`config.mk`:
```
export PLATFORM = sky130hd
export DESIGN_NAME = led_sequencer
export DESIGN_NICKNAME = d
export VERILOG_FILES = /design/src/rtl/sly_pkg.sv /design/src/rtl/seq_fifo.sv /design/src/rtl/led_sequencer.sv
export SDC_FILE = /design/constraint.sdc
export NUM_CORES = 1
export LEC_CHECK = 0
export ABC_CLOCK_PERIOD_IN_PS = 4350
export BUFFER_PORTS_ARGS = -buffer_cell sky130_fd_sc_hd__buf_2
export CAP_MARGIN = 20
export CORE_ASPECT_RATIO = 2
export CORE_MARGIN = 3
export CORE_UTILIZATION = 45
export DETAILED_ROUTE_END_ITERATION = 7
export PLACE_DENSITY = 0.74
export SYNTH_ARGS = -nofsm -noshare
export SYNTH_HDL_FRONTEND = slang
export SYNTH_SLANG_ARGS = --single-unit
```
`constraint.sdc`:
```
create_clock -name clock -period 4.35 [get_ports clock]
set_input_delay 0.435 -clock clock [delete_from_list [all_inputs] [get_ports clock]]
set_output_delay 0.435 -clock clock [all_outputs]
set_load 0.01 [all_outputs]
```
`src/rtl/sly_pkg.sv`:
```
// Shared types for the LED sequencer and the button-poll logic:
// the 2-bit color code, its four named values, and the playback states.
package sly_pkg;

    typedef logic [1:0] color_t;

    localparam color_t COLOR_RED    = 2'b00;
    localparam color_t COLOR_BLUE   = 2'b01;
    localparam color_t COLOR_GREEN  = 2'b10;
    localparam color_t COLOR_YELLOW = 2'b11;

    typedef enum logic [1:0] {
        IDLE = 2'b00,
        ON   = 2'b01,
        GAP  = 2'b10
    } state_t;

    // One-hot LED vector for a color; bit index equals the color code.
    function automatic logic [3:0] color_leds(input color_t c);
        return 4'b0001 << c;
    endfunction

endpackage

```
`src/rtl/seq_fifo.sv`:
```
// Color queue for the LED sequencer: DEPTH x 2-bit, power-of-2 depth.
// Pointers wrap modulo DEPTH; full/empty are derived from the level count.
// A push into a full queue is taken only when a pop happens on the same edge.
module seq_fifo
    import sly_pkg::*;
#(
    parameter int unsigned DEPTH = 8
) (
    input  logic                     clock,
    input  logic                     reset,
    input  logic                     flush,
    input  logic                     push,
    input  logic                     pop,
    input  color_t                   din,
    output color_t                   dout,
    output logic [$clog2(DEPTH):0]   level,
    output logic                     full,
    output logic                     empty
);

    localparam int unsigned AW = $clog2(DEPTH);
    localparam int unsigned LW = AW + 1;

    color_t          mem [DEPTH];
    logic [AW-1:0]   wr_ptr;
    logic [AW-1:0]   rd_ptr;
    logic            do_push;
    logic            do_pop;

    assign full    = (level == LW'(DEPTH));
    assign empty   = (level == '0);
    assign do_pop  = pop && !empty;
    assign do_push = push && (!full || do_pop);
    assign dout    = mem[rd_ptr];

    // Pointer and occupancy bookkeeping; reset and flush both empty the queue.
    always_ff @(posedge clock) begin
        if (!reset || flush) begin
            wr_ptr <= '0;
            rd_ptr <= '0;
            level  <= '0;
        end else begin
            if (do_push) wr_ptr <= wr_ptr + AW'(1);
            if (do_pop)  rd_ptr <= rd_ptr + AW'(1);
            case ({do_push, do_pop})
                2'b10:   level <= level + LW'(1);
                2'b01:   level <= level - LW'(1);
                default: level <= level;
            endcase
        end
    end

    // Storage array; contents need no reset because level gates every read.
    always_ff @(posedge clock) begin
        if (do_push) mem[wr_ptr] <= din;
    end

endmodule

```
`src/rtl/led_sequencer.sv`:
```
// LED sequencer: queues color codes and plays each one as an ON_CYCLES
// flash followed by an OFF_CYCLES dark gap, pulsing done when the queue drains.
// Optional macro LED_SEQ_OVERFLOW_EN enables the sticky overflow flag;
// without it overflow is tied low and dropped writes are silently discarded.
module led_sequencer
    import sly_pkg::*;
#(
    parameter int unsigned DEPTH      = 8,
    parameter int unsigned ON_CYCLES  = 25000000,
    parameter int unsigned OFF_CYCLES = 12500000
) (
    input  logic                     clock,
    input  logic                     reset,
    input  logic                     wr_en,
    input  logic [1:0]               wr_color,
    input  logic                     clear,
    output logic                     full,
    output logic                     busy,
    output logic [$clog2(DEPTH):0]   level,
    output logic                     done,
    output logic                     overflow,
    output logic                     red_led,
    output logic                     blue_led,
    output logic                     green_led,
    output logic                     yellow_led
);

    localparam int unsigned MAX_CYCLES = (ON_CYCLES > OFF_CYCLES) ? ON_CYCLES : OFF_CYCLES;
    localparam int unsigned CW         = $clog2(MAX_CYCLES + 1);
    localparam logic [CW-1:0] ON_LOAD  = CW'(ON_CYCLES - 1);
    localparam logic [CW-1:0] OFF_LOAD = CW'(OFF_CYCLES - 1);

    state_t          state;
    state_t          state_next;
    logic [CW-1:0]   count;
    logic [CW-1:0]   count_next;
    logic [3:0]      leds;
    logic [3:0]      leds_next;
    logic            done_next;
    logic            pop;
    logic            push;
    logic            empty;
    color_t          head;

    // clear wins over a same-cycle write
    assign push = wr_en && !clear;

    seq_fifo #(
        .DEPTH (DEPTH)
    ) u_fifo (
        .clock (clock),
        .reset (reset),
        .flush (clear),
        .push  (push),
        .pop   (pop),
        .din   (color_t'(wr_color)),
        .dout  (head),
        .level (level),
        .full  (full),
        .empty (empty)
    );

    // Playback state, flash/gap down-counter, LED and done registers.
    always_ff @(posedge clock) begin
        if (!reset) begin
            state <= IDLE;
            count <= '0;
            leds  <= '0;
            done  <= 1'b0;
        end else begin
            state <= state_next;
            count <= count_next;
            leds  <= leds_next;
            done  <= done_next;
        end
    end

    // Next-state logic: pop on IDLE or at gap end, time the flash and the gap.
    always_comb begin
        state_next = state;
        count_next = count;
        leds_next  = leds;
        done_next  = 1'b0;
        pop        = 1'b0;
        if (clear) begin
            state_next = IDLE;
            count_next = '0;
            leds_next  = '0;
        end else begin
            case (state)
                IDLE: begin
                    if (!empty) begin
                        pop        = 1'b1;
                        state_next = ON;
                        count_next = ON_LOAD;
                        leds_next  = color_leds(head);
                    end
                end
                ON: begin
                    if (count == '0) begin
                        state_next = GAP;
                        count_next = OFF_LOAD;
                        leds_next  = '0;
                    end else begin
                        count_next = count - CW'(1);
                    end
                end
                GAP: begin
                    if (count == '0) begin
                        if (!empty) begin
                            pop        = 1'b1;
                            state_next = ON;
                            count_next = ON_LOAD;
                            leds_next  = color_leds(head);
                        end else begin
                            state_next = IDLE;
                            count_next = '0;
                            done_next  = 1'b1;
                        end
                    end else begin
                        count_next = count - CW'(1);
                    end
                end
                default: begin
                    state_next = IDLE;
                    count_next = '0;
                    leds_next  = '0;
                end
            endcase
        end
    end

`ifdef LED_SEQ_OVERFLOW_EN
    logic drop;
    assign drop = wr_en && !clear && full && !pop;

    // Sticky record of a write lost to a full queue; cleared by reset or clear.
    always_ff @(posedge clock) begin
        if (!reset || clear) begin
            overflow <= 1'b0;
        end else if (drop) begin
            overflow <= 1'b1;
        end
    end
`else
    assign overflow = 1'b0;
`endif

    assign busy       = (state != IDLE) || !empty;
    assign red_led    = leds[COLOR_RED];
    assign blue_led   = leds[COLOR_BLUE];
    assign green_led  = leds[COLOR_GREEN];
    assign yellow_led = leds[COLOR_YELLOW];

endmodule

```
==> results by group, run 1 <==
Finish
  • Share of cells above drive strength 1: 0.149
  • Final-stage net count: 404
  • Antenna cells: 0
  • Fillcell total: 702
  • Syn-to-layout area delta: 14.0%

Synth
  • EDFF count, synth: 16
  • Post-synthesis register bit count: 61
  • Post-Synthesis Cell Area: 3390 µm²
  • Mapped Nets: 387
  • Top FF cell, synth: dfxtp_1
  • Largest family of logic cells by synthesized area: simple AND/OR/NAND/NOR gates
  • Mapped Cells: 374
  • Post-synthesis sequential area ratio: 0.408
  • Compound-gate portion of the synthesized area: 0.216
  • Syn_area_per_cell: 9.06 µm²
  • Area share of fa/ha/maj cells after synthesis: 0.0258
  • Synth Area in XOR/XNOR: 0.0284
  • Synth cell types: 70
  • Synth Area in Simple Gates: 0.243
  • Async S/R FF share, synth: 0
  • Mux cell area share after synthesis: 0.0417
  • Synth warnings: 0

Worst setup path
  • Arr. time, crit path: 3.65 ns
  • Startpoint Class: register
  • WS Path Type: register to register
  • Worst setup EP type: register
  • RR Startpoint: count[0]$_SDFFE_PP0P_
  • Flop-to-flop setup slack: 0.96 ns
  • R2R depth: 13
  • Crit Path Max Fanout: 6
  • Worst Setup SP: count[0]$_SDFFE_PP0P_
  • Reg2Reg Capture Point: u_fifo.level[2]$_SDFFE_PP0P_
  • WP data required: 4.61 ns

Global route
  • First-pass GRT wire length: 15500 µm
  • Number of global-route vias before repair: 3156
  • Initial antenna violation count: 0
  • GRT overflow: 0
  • Gr usage total: 0.240
  • Largest net degree at the start of global routing: 20

Power
  • Pint: 1.18 mW
  • Total chip power: 1.72 mW
  • Pwr dens: 444 nW/µm²
  • Max VDD drop: 0.296 mV
  • Sw Share: 0.312
  • Comb pwr share: 0.237
  • P_leak: 1.45 nW
  • Flop pwr share: 0.362
  • Sw power: 0.536 mW
  • Clock power frac: 0.400

Clock tree
  • # clock sinks: 61
  • H-Tree Level Count: 3
  • CTS resizes: 0
  • Max Buffers Root-to-Sink: 2
  • Hold buffers post-CTS: 0
  • CTS tree: done
  • Root buf cell: clkbuf_16
  • Setup Fix Bufs, Post-CTS: 0
  • CTS clk-pin slew, worst paths: 0.05 ns
  • Clock buffer count from CTS: 9
  • Clock Latency Late Sink: 0.33 ns

Die
  • Die Height: 129 µm
  • Top-Level Pins: 18
  • FP Rows: 44
  • Die width: 67.4 µm
  • Initial Utilization: 0.466
  • DIE AREA: 8670 µm²
  • Core area: 7270 µm²

STA
  • Final Hold Fails: 0
  • Fin crit period: 3.39 ns
  • # setup viols final: 0
  • Worst Tran Pin Value: 1.05 ns
  • Slew Viols, Final: 0
  • Final Skew: 0.00356 ns
  • RSZ-0062 raised after global routing: false
  • Fmax: 295 MHz
  • Final period util: 0.778
  • Setup tns final: 0 ns
  • Slew headroom: 0.296

Routing
  • Iter 0 DRT Violations: 180
  • Drt pass-1 iters: 4
  • Total routed wirelength: 9500 µm
  • Post-route ant nets: 0
  • Via/cell ratio: 6.43
  • Routed vias: 3136
  • DRC viols: 0
  • Routed len/inst: 19.5 µm

Placed design
  • Final HPWL DP: 7360 µm
  • Gpl congestion: 0.979
  • Number of I/O port buffers: 16

Run status
  • Status: finished clean

Min path
  • Hold crit path type: input port to register
  • Worst Hold Depth: 1
  • Worst Hold End: u_fifo.mem[5][0]$_DFFE_PP_
  • Hold wc startpoint: wr_color[0]

Job
  • Max Cap Viol: 0
-- cell usage in the layout (no fill, tap or decap), drive strengths merged, types with 6 or more instances in the layout --
cell     n
nor4    19
nand3   18
nor3    17
nand4    8
inv     11
buf     24
ha       7
nor2    23
edfxtp  16
xnor2    6
o21ai   29
nand2   16
dfxtp   45
a21oi   30
or4      8
or3      7
clkbuf  10
-- worst max path at each step --
stage                                              end  slack, ns  cells after the start
after CTS                 u_fifo.level[2]$_SDFFE_PP0P_       1.04                     13
after floorplan           u_fifo.level[2]$_SDFFE_PP0P_       1.14                     13
after global routing      u_fifo.level[2]$_SDFFE_PP0P_       0.69                     13
after detailed placement  u_fifo.level[2]$_SDFFE_PP0P_       1.04                     13
after global placement    u_fifo.level[2]$_SDFFE_PP0P_       1.14                     14
final                     u_fifo.level[2]$_SDFFE_PP0P_       0.96                     13
-- power groups by stage --
stage / Sequential [mW] / Combinational (mW) / Clock [mW]
2_1_floorplan: 0.625 / 0.292 / 0
3_3_place_gp: 0.631 / 0.392 / 0
3_5_place_dp: 0.632 / 0.397 / 0
4_1_cts: 0.621 / 0.400 / 0.701
5_1_grt: 0.624 / 0.441 / 0.724
6_report: 0.621 / 0.407 / 0.687
-- per-layer routing --
metal  routed length [µm]  track usage
met2                 5250        0.430
met3                  259       0.0454
met5                    0            0
met1                 3310        0.226
met4                  681        0.195
-- flip-flops by register name (all words and copies together) (netlist names), named ones only --
| name | cells |
|---|---|
| u_fifo.wr_ptr | 3 |
| u_fifo.rd_ptr | 3 |
| state | 2 |
| count | 25 |
| u_fifo.mem | 16 |
| done | 1 |
| u_fifo.level | 4 |
| leds | 4 |
-- Yosys cell counts (all sizes together) (4+ instances only) --
cell	count	area, µm²
nor3	17	90.1
a21oi	30	154
and3	5	31.3
xor2	5	43.8
buf	5	32.5
inv	11	41.3
ha	7	87.6
nand2	16	60.1
dfxtp	45	901
or3	7	43.8
a211o	5	45.0
mux2i	4	40.0
a211oi	4	30.0
o2111ai	5	43.8
or2	4	25.0
a31oi	4	25.0
nor2	23	86.3
nand3	18	90.1
o22ai	4	25.0
edfxtp	16	480
o21ai	29	145
mux4	4	90.1
xnor2	6	52.6
clkbuf	13	48.8
nand4	8	50.1
or4	8	63.8
nor4	19	131
-- cell type report --
class                   instances  area [µm²]  area share
clock buffers                  10         229      0.0593
clock inverters                 6        63.8      0.0165
inverters                      11        41.3      0.0107
multi-input cells             284        1890       0.490
flip-flops and latches         61        1380       0.358
well taps                      92         115      0.0298
repair buffers                 24         140      0.0363
-- critical path, cell delays in order (launching register included) --
cell and delay (ns):
dfxtp_1 0.32, inv_1 0.13, ha_1 0.18, nor4b_1 0.50
nand3_1 0.21, o21ai_1 0.39, nand2_1 0.23, ha_1 0.31
xor2_1 0.16, ha_1 0.19, a21oi_1 0.16, xor2_1 0.09
or3_1 0.30, a21oi_1 0.13
-- per-stage QoR --
| stage | setup WS (ns) | instance area, µm² | hold WS [ns] | cells | utilization |
|---|---|---|---|---|---|
| CTS | 1.04 | 3860 | 0.387 | 488 | 0.532 |
| detailed placement | 1.04 | 3570 | 0.484 | 472 | 0.491 |
| global route | 0.690 | 3860 | 0.411 | 488 | 0.532 |
| floorplan | 1.14 | 3390 | 0.452 | 374 | - |
| finish | 0.965 | 3860 | 0.387 | 488 | 0.532 |
| global placement | 1.14 | 3570 | 0.485 | 472 | 0.491 |
-- kinds of logic after synthesis --
kind of cell / after synthesis
compound gates: 111
xor+xnor: 11
fa+ha+maj: 7
buf+inv: 29
flops: 61
mux: 9
other cells: 1
simple gates: 145
Power figures use the tool's default switching activity.
==> run 2, diff against run 1 <==
--- a/config.mk
+++ b/config.mk
@@ -5,14 +5,14 @@
 export SDC_FILE = /design/constraint.sdc
 export NUM_CORES = 1
 export LEC_CHECK = 0
-export ABC_CLOCK_PERIOD_IN_PS = 4350
+export ABC_CLOCK_PERIOD_IN_PS = 3000
 export BUFFER_PORTS_ARGS = -buffer_cell sky130_fd_sc_hd__buf_2
 export CAP_MARGIN = 20
 export CORE_ASPECT_RATIO = 2
 export CORE_MARGIN = 3
 export CORE_UTILIZATION = 45
 export DETAILED_ROUTE_END_ITERATION = 7
-export PLACE_DENSITY = 0.74
+export PLACE_DENSITY = 0.76
 export SYNTH_ARGS = -nofsm -noshare
 export SYNTH_HDL_FRONTEND = slang
 export SYNTH_SLANG_ARGS = --single-unit
==> constraint.sdc (replaced) <==
create_clock -name clock -period 3 [get_ports clock]
set_input_delay 0.3 -clock clock [delete_from_list [all_inputs] [get_ports clock]]
set_output_delay 0.3 -clock clock [all_outputs]
set_load 0.01 [all_outputs]
==> run 2 against run 1 <==
Routed wire length grew 13%; clock skew about the same; setup slack worse by 0.77 ns; final cell count up 5.3%; utilization up 3.8 points; critical endpoint unchanged; largest cell class unchanged; highest routed layer unchanged.
==> results by group, run 2 (same netlist as run 1, synthesis figures left out) <==
STA
  • # setup viols final: 0 (unchanged)
  • Worst setup margin: 0.196 ns (-0.769 ns)
  • Setup tns final: 0 ns (unchanged)
  • RSZ-0062 raised after global routing: false
  • Final period util: 0.935 (+0.156)
  • Fmax: 357 MHz (+21%)
  • Fin crit period: 2.80 ns (-0.581 ns)
  • Hold Slack: 0.241 ns (-0.146 ns)
  • Slew headroom: 0.329 (+0.0322)
  • Worst Tran Pin Value: 0.998 ns (-0.0512 ns)
  • Final Hold Fails: 0 (unchanged)
  • Slew Viols, Final: 0 (unchanged)
  • Final Skew: 0.00378 ns (+0.000218 ns)

Clock tree
  • H-Tree Level Count: 3 (unchanged)
  • Clock buffer count from CTS: 9 (unchanged)
  • CTS clk-pin slew, worst paths: 0.06 ns (about the same)
  • Clock Latency Late Sink: 0.33 ns (about the same)
  • CTS tree: done
  • Max Buffers Root-to-Sink: 2 (unchanged)
  • # clock sinks: 61 (unchanged)
  • Root buf cell: clkbuf_16
  • Hold buffers post-CTS: 0 (unchanged)

Placed design
  • Final HPWL DP: 7820 µm (+6.3%)
  • Gpl congestion: 0.967 (-1.2%)
  • Worst slack at placement: 0.176 ns (-0.866 ns)
  • Number of I/O port buffers: 16 (unchanged)
  • Placed insts: 497 (+5.3%)
  • Area after DPL: 3780 µm² (+6.0%)

Worst setup path
  • WP buf/inv: 0 (-1)
  • Crit path cell chain: nor4_1, nand3_1, o21ai_1, nand2_1, ha_2, xor2_1, ha_1, a21oi_1, xor2_1, or3_1, a21oi_1
  • Startpoint Class: register
  • CP delay by family, top: simple AND/OR/NAND/NOR gates
  • Cell depth of the worst setup path: 11 (-2)
  • WS Path Type: register to register
  • Flop-to-flop setup slack: 0.20 ns (-0.77 ns)
  • CP peak stage delay: 0.57 ns (+0.07 ns)
  • Arr. time, crit path: 3.07 ns (-0.58 ns)
  • WP data required: 3.26 ns (-1.35 ns)
  • CP max-delay cell: nor4_1
  • R2R depth: 11 (-2)
  • Worst setup EP type: register
  • Crit Path Max Fanout: 7 (+1)

Routing
  • Routed len/inst: 20.8 µm (+7.0%)
  • Post-route ant nets: 0 (unchanged)
  • Via/cell ratio: 6.45 (+0.30%)
  • Routed vias: 3313 (+5.6%)
  • DRC viols: 0 (unchanged)
  • Iter 0 DRT Violations: 279 (+55%)
  • Drt pass-1 iters: 5 (+1)
  • Total routed wirelength: 10700 µm (+13%)

Finish
  • Final-stage net count: 430 (+6.4%)
  • Most common cell after layout, fill and taps aside: dfxtp_1
  • Syn-to-layout area delta: 22.1%
  • Max reg flops: 25 (unchanged)
  • Antenna cells: 0 (unchanged)
  • Commonest non-fill, non-tap cells in the layout: dfxtp_1 (45), buf_4 (34), a21oi_1 (29)
  • Layout Utilization: 0.570 (+0.0382)
  • Share of cells above drive strength 1: 0.216 (+0.0666)
  • Fillcell total: 678 (-3.4%)
  • Biggest regs: count x25, u_fifo.mem x16
  • Biggest register: count
  • Cell Count, Final, Fillers Out: 514 (+5.3%)
  • Design area: 4140 µm² (+7.2%)

Die
  • DIE AREA: 8670 µm² (unchanged)
  • Core area: 7270 µm² (unchanged)
  • Top-Level Pins: 18 (unchanged)
  • Die Height: 129 µm (unchanged)
  • Die width: 67.4 µm (unchanged)
  • FP Rows: 44 (unchanged)
  • Initial Utilization: 0.466 (unchanged)

Run status
  • Status: finished clean

Global route
  • Largest net degree at the start of global routing: 19 (-5.0%)
  • GRT overflow: 0 (unchanged)
  • Number of global-route vias before repair: 3293 (+4.3%)
  • Initial antenna violation count: 0 (unchanged)
  • Gr usage total: 0.269 (+0.0281)
  • First-pass GRT wire length: 16800 µm (+8.5%)

Job
  • Max Cap Viol: 0 (unchanged)

Min path
  • Hold crit path type: input port to register
  • Worst Hold Depth: 1 (unchanged)

Power
  • Pwr dens: 663 nW/µm² (+49%)
  • P_leak: 1.61 nW (+11%)
  • Total chip power: 2.74 mW (+60%)
  • Max VDD drop: 0.499 mV (+68%)
[run 2: final timing paths]
check                                      startpoint                           end
worst max-delay path            count[4]$_SDFFE_PP0P_  u_fifo.level[2]$_SDFFE_PP0P_
worst min-delay path                      wr_color[1]    u_fifo.mem[7][1]$_DFFE_PP_
worst max register to register  count[4]$_SDFFE_PP0P_  u_fifo.level[2]$_SDFFE_PP0P_
worst min register to register   leds[3]$_SDFFE_PP0P_          leds[3]$_SDFFE_PP0P_
[run 2: repair_timing]
action,4_1_cts,5_1_grt
resized for setup,0,4
setup buffers,0,1
endpoints found under the hold margin,0,0
endpoints found under the setup margin,0,1
[run 2: cell type report]
cell class,instances,area (µm²),area share
tap,92,115,0.0278
multi-input combinational,284,1940,0.470
sequential,61,1380,0.334
clock inverter,7,97.6,0.0236
timing repair buffer,50,335,0.0810
inverter,11,41.3,0.00997
clock buffer,9,225,0.0544
[run 2: report_power, final]
part | switching (mW) | leakage (nW) | internal [mW]
logic | 0.466 | 0.947 | 0.268
clock network | 0.383 | 0.152 | 0.729
registers | 0.0312 | 0.508 | 0.867
[run 2: routing by layer]
metal  global-route usage  routed length, µm
met1                0.251               3420
met2                0.468               5750
met3               0.0611                553
met4                0.232                984
met5                    0                  0
==> run 3, diff against run 2 <==
--- a/config.mk
+++ b/config.mk
@@ -5,14 +5,17 @@
 export SDC_FILE = /design/constraint.sdc
 export NUM_CORES = 1
 export LEC_CHECK = 0
+export ABC_AREA = 1
 export ABC_CLOCK_PERIOD_IN_PS = 3000
 export BUFFER_PORTS_ARGS = -buffer_cell sky130_fd_sc_hd__buf_2
 export CAP_MARGIN = 20
+export CELL_PAD_IN_SITES_DETAIL_PLACEMENT = 1
+export CELL_PAD_IN_SITES_GLOBAL_PLACEMENT = 2
 export CORE_ASPECT_RATIO = 2
 export CORE_MARGIN = 3
-export CORE_UTILIZATION = 45
+export CORE_UTILIZATION = 32
 export DETAILED_ROUTE_END_ITERATION = 7
-export PLACE_DENSITY = 0.76
+export PLACE_DENSITY = 0.88
 export SYNTH_ARGS = -nofsm -noshare
 export SYNTH_HDL_FRONTEND = slang
 export SYNTH_SLANG_ARGS = --single-unit
==> run 3 against run 2 <==
Worst hold slack improved by 0.0029 ns; critical path depth increased by 5; utilization is 20 points lower; first-iteration DRC count is 51% lower; largest power group is now combinational cells; non-clock buffer count is 31 lower; global-route usage decreased by 8.6 points; final cell count up 31%; count of clock-buffer cells in the layout unchanged; clock skew grew 0.0062 ns; die area increased by 47%.
==> results by group, run 3 <==
Die
  • Die Height: 157 µm (+22%)
  • DIE AREA: 12800 µm² (+47%)
  • FP Rows: 54 (+23%)
  • Core area: 11000 µm² (+52%)
  • Die width: 81.4 µm (+21%)
  • Initial Utilization: 0.330 (-0.136)
  • Top-Level Pins: 18 (unchanged)

Clock tree
  • Hold buffers post-CTS: 0 (unchanged)
  • Max Buffers Root-to-Sink: 2 (unchanged)
  • # clock sinks: 61 (unchanged)
  • CTS tree: done
  • Setup Fix Bufs, Post-CTS: 0 (unchanged)
  • CTS clk-pin slew, worst paths: 0.06 ns (about the same)
  • Clock Latency Late Sink: 0.34 ns (about the same)
  • Root buf cell: clkbuf_16
  • H-Tree Level Count: 3 (unchanged)
  • CTS resizes: 0 (unchanged)
  • Clock buffer count from CTS: 9 (unchanged)

Global route
  • Largest net degree at the start of global routing: 32 (+13)
  • Gr usage total: 0.182 (-0.0862)
  • First-pass GRT wire length: 17500 µm (+4.4%)
  • Number of global-route vias before repair: 3640 (+11%)
  • GRT overflow: 0 (unchanged)
  • Initial antenna violation count: 0 (unchanged)

Routing
  • Routed vias: 3364 (+1.5%)
  • Total routed wirelength: 10500 µm (-1.5%)
  • Drt pass-1 iters: 4 (-1)
  • Iter 0 DRT Violations: 138 (-51%)
  • Routed len/inst: 15.6 µm (-25%)
  • Via/cell ratio: 4.99 (-23%)
  • Post-route ant nets: 0 (unchanged)
  • DRC viols: 0 (unchanged)

Synth
  • Post-synth top area cell: dfxtp_1
  • Post-synthesis register bit count: 61 (unchanged)
  • Mapped Cells: 511 (+37%)
  • Top FF cell, synth: dfxtp_1
  • Synth warnings: 0 (unchanged)
  • Post-Synthesis Cell Area: 3640 µm² (+7.4%)
  • Cell with the most instances after synthesis: nand2_1
  • Async S/R FF share, synth: 0 (unchanged)
  • Syn_area_per_cell: 7.12 µm² (-21%)
  • Post-synthesis sequential area ratio: 0.380 (-0.0280)
  • EDFF count, synth: 16 (unchanged)
  • Post-synth top area share: 0.248 (-0.0183)
  • Mapped Nets: 524 (+35%)
  • Synth cell types: 42 (-40%)
  • Most common library cells after synthesis: nand2_1 (149), nor2_1 (64), dfxtp_1 (45)
  • Top cells by area, synth: dfxtp_1 (25%), nand2_1 (15%), edfxtp_1 (13%)

Worst setup path
  • WP buf/inv: 1 (+1)
  • Critical path destination: u_fifo.level[3]$_SDFFE_PP0P_
  • Crit Path Max Fanout: 8 (+1)
  • Worst setup EP type: register
  • Reg2Reg Capture Point: u_fifo.level[3]$_SDFFE_PP0P_
  • Worst Setup SP: count[0]$_SDFFE_PP0P_
  • Startpoint Class: register
  • Flop-to-flop setup slack: 0.41 ns (+0.21 ns)
  • CP max-delay cell: dfxtp_1
  • RR Startpoint: count[0]$_SDFFE_PP0P_
  • R2R depth: 16 (+5)
  • Cell depth of the worst setup path: 16 (+5)
  • CP delay by family, top: simple AND/OR/NAND/NOR gates
  • Crit path cell chain: inv_1, ha_1, nand3_1, nor2_4, nand3_4, nand2_4, nand2_4, nand2_4, nand2_4, ha_1, xor2_1, nand3_1, o31ai_1, o211ai_1, o21ai_0, a21oi_1
  • Cell mode on critical path: nand2_4
  • WP data required: 3.22 ns (-0.04 ns)
  • WS Path Type: register to register
  • CP peak stage delay: 0.32 ns (-0.25 ns)
  • Arr. time, crit path: 2.81 ns (-0.26 ns)

Finish
  • Reg area: 1380 µm² (unchanged)
  • Layout Utilization: 0.374 (-0.196)
  • Max reg flops: 25 (unchanged)
  • Antenna cells: 0 (unchanged)
  • Final-stage net count: 542 (+26%)
  • Share of cells above drive strength 1: 0.169 (-0.0471)
  • Biggest regs: count x25, u_fifo.mem x16
  • Syn-to-layout area delta: 13.2%
  • Biggest register: count
  • Fillcell total: 1402 (+110%)
  • Commonest non-fill, non-tap cells in the layout: nand2_1 (149), nor2_1 (64), dfxtp_1 (45)
  • Area of the multi-input gates: 2000 µm² (+2.8%)
  • Most common cell after layout, fill and taps aside: nand2_1

Power
  • Pwr dens: 705 nW/µm² (+6.4%)
  • P_leak: 1.78 nW (+11%)
  • Max VDD drop: 0.460 mV (-7.8%)
  • Total chip power: 2.90 mW (+5.8%)

STA
  • RSZ-0062 raised after global routing: false
  • Fmax: 386 MHz (+8.2%)
  • Slew Viols, Final: 0 (unchanged)
  • Setup tns final: 0 ns (unchanged)
  • Final Skew: 0.00993 ns (+0.00615 ns)
  • Final Hold Fails: 0 (unchanged)
  • Worst setup margin: 0.409 ns (+0.213 ns)
  • Final period util: 0.864 (-0.0710)
  • Fin crit period: 2.59 ns (-0.213 ns)
  • # setup viols final: 0 (unchanged)

Placed design
  • Worst slack at placement: 0.408 ns (+0.232 ns)
  • Gpl congestion: 0.794 (-18%)
  • Number of I/O port buffers: 16 (unchanged)
  • Final HPWL DP: 8070 µm (+3.2%)

Job
  • Max Cap Viol: 0 (unchanged)

Min path
  • Hold crit path type: input port to register

Run status
  • Status: finished clean
-- run 3: power by group --
group / switching (mW) / total (mW) / internal, mW
registers: 0.0505 / 0.932 / 0.882
logic: 0.675 / 1.00 / 0.330
clock network: 0.406 / 0.967 / 0.561
-- run 3: cell type report --
class                           instances  area share
Tap cell                              140      0.0425
Multi-Input combinational cell        389       0.485
Sequential cell                        61       0.335
Clock buffer                            9      0.0547
Timing Repair Buffer                   19      0.0249
Clock inverter                          7      0.0122
Inverter                               49      0.0453
-- run 3: worst min-delay path by stage --
| stage | from | end | slack [ns] | depth (start not counted) |
|---|---|---|---|---|
| final | wr_color[1] | u_fifo.mem[2][1]$_DFFE_PP_ | 0.24 | 1 |
| after global routing | wr_color[1] | u_fifo.mem[3][1]$_DFFE_PP_ | 0.27 | 1 |
| after CTS | wr_color[1] | u_fifo.mem[2][1]$_DFFE_PP_ | 0.24 | 1 |
| after global placement | leds[2]$_SDFFE_PP0P_ | leds[2]$_SDFFE_PP0P_ | 0.47 | 2 |
| after detailed placement | u_fifo.rd_ptr[2]$_SDFFE_PP0P_ | u_fifo.rd_ptr[2]$_SDFFE_PP0P_ | 0.48 | 2 |
| after floorplan | wr_color[0] | u_fifo.mem[0][0]$_DFFE_PP_ | 0.40 | 0 |
-- run 3: kinds of logic after synthesis --
group	Yosys count	share of synthesized area
flops	61	0.380
simple gates	309	0.413
fa+ha+maj	7	0.0241
compound gates	65	0.0942
xor+xnor	6	0.0144
other cells	1	0.00103
buf+inv	61	0.0715
mux	1	0.00275
-- run 3: stage by stage --
step                hold WS (ns)  cell area [µm²]  instances
CTS                        0.244             4120        674
floorplan                  0.399             3640        511
detailed placement         0.479             3840        658
finish                     0.244             4120        674
global placement           0.469             3840        658
global route               0.270             4120        674
-- run 3: layer usage --
metal	wire [µm]	track usage
met1	3600	0.166
met2	6400	0.371
met3	202	0.0288
met4	347	0.0782
met5	0	0
-- run 3: worst register-to-register path, delay by kind of cell (launching register included) --
family	cells	cell delay (ns)
xor gates and xnor gates	1	0.24
adders and majority gates	2	0.46
buffers and inverters	1	0.10
DFF	1	0.32
and+or+nand+nor	8	0.92
AOI/OAI and AO/OA	4	0.44
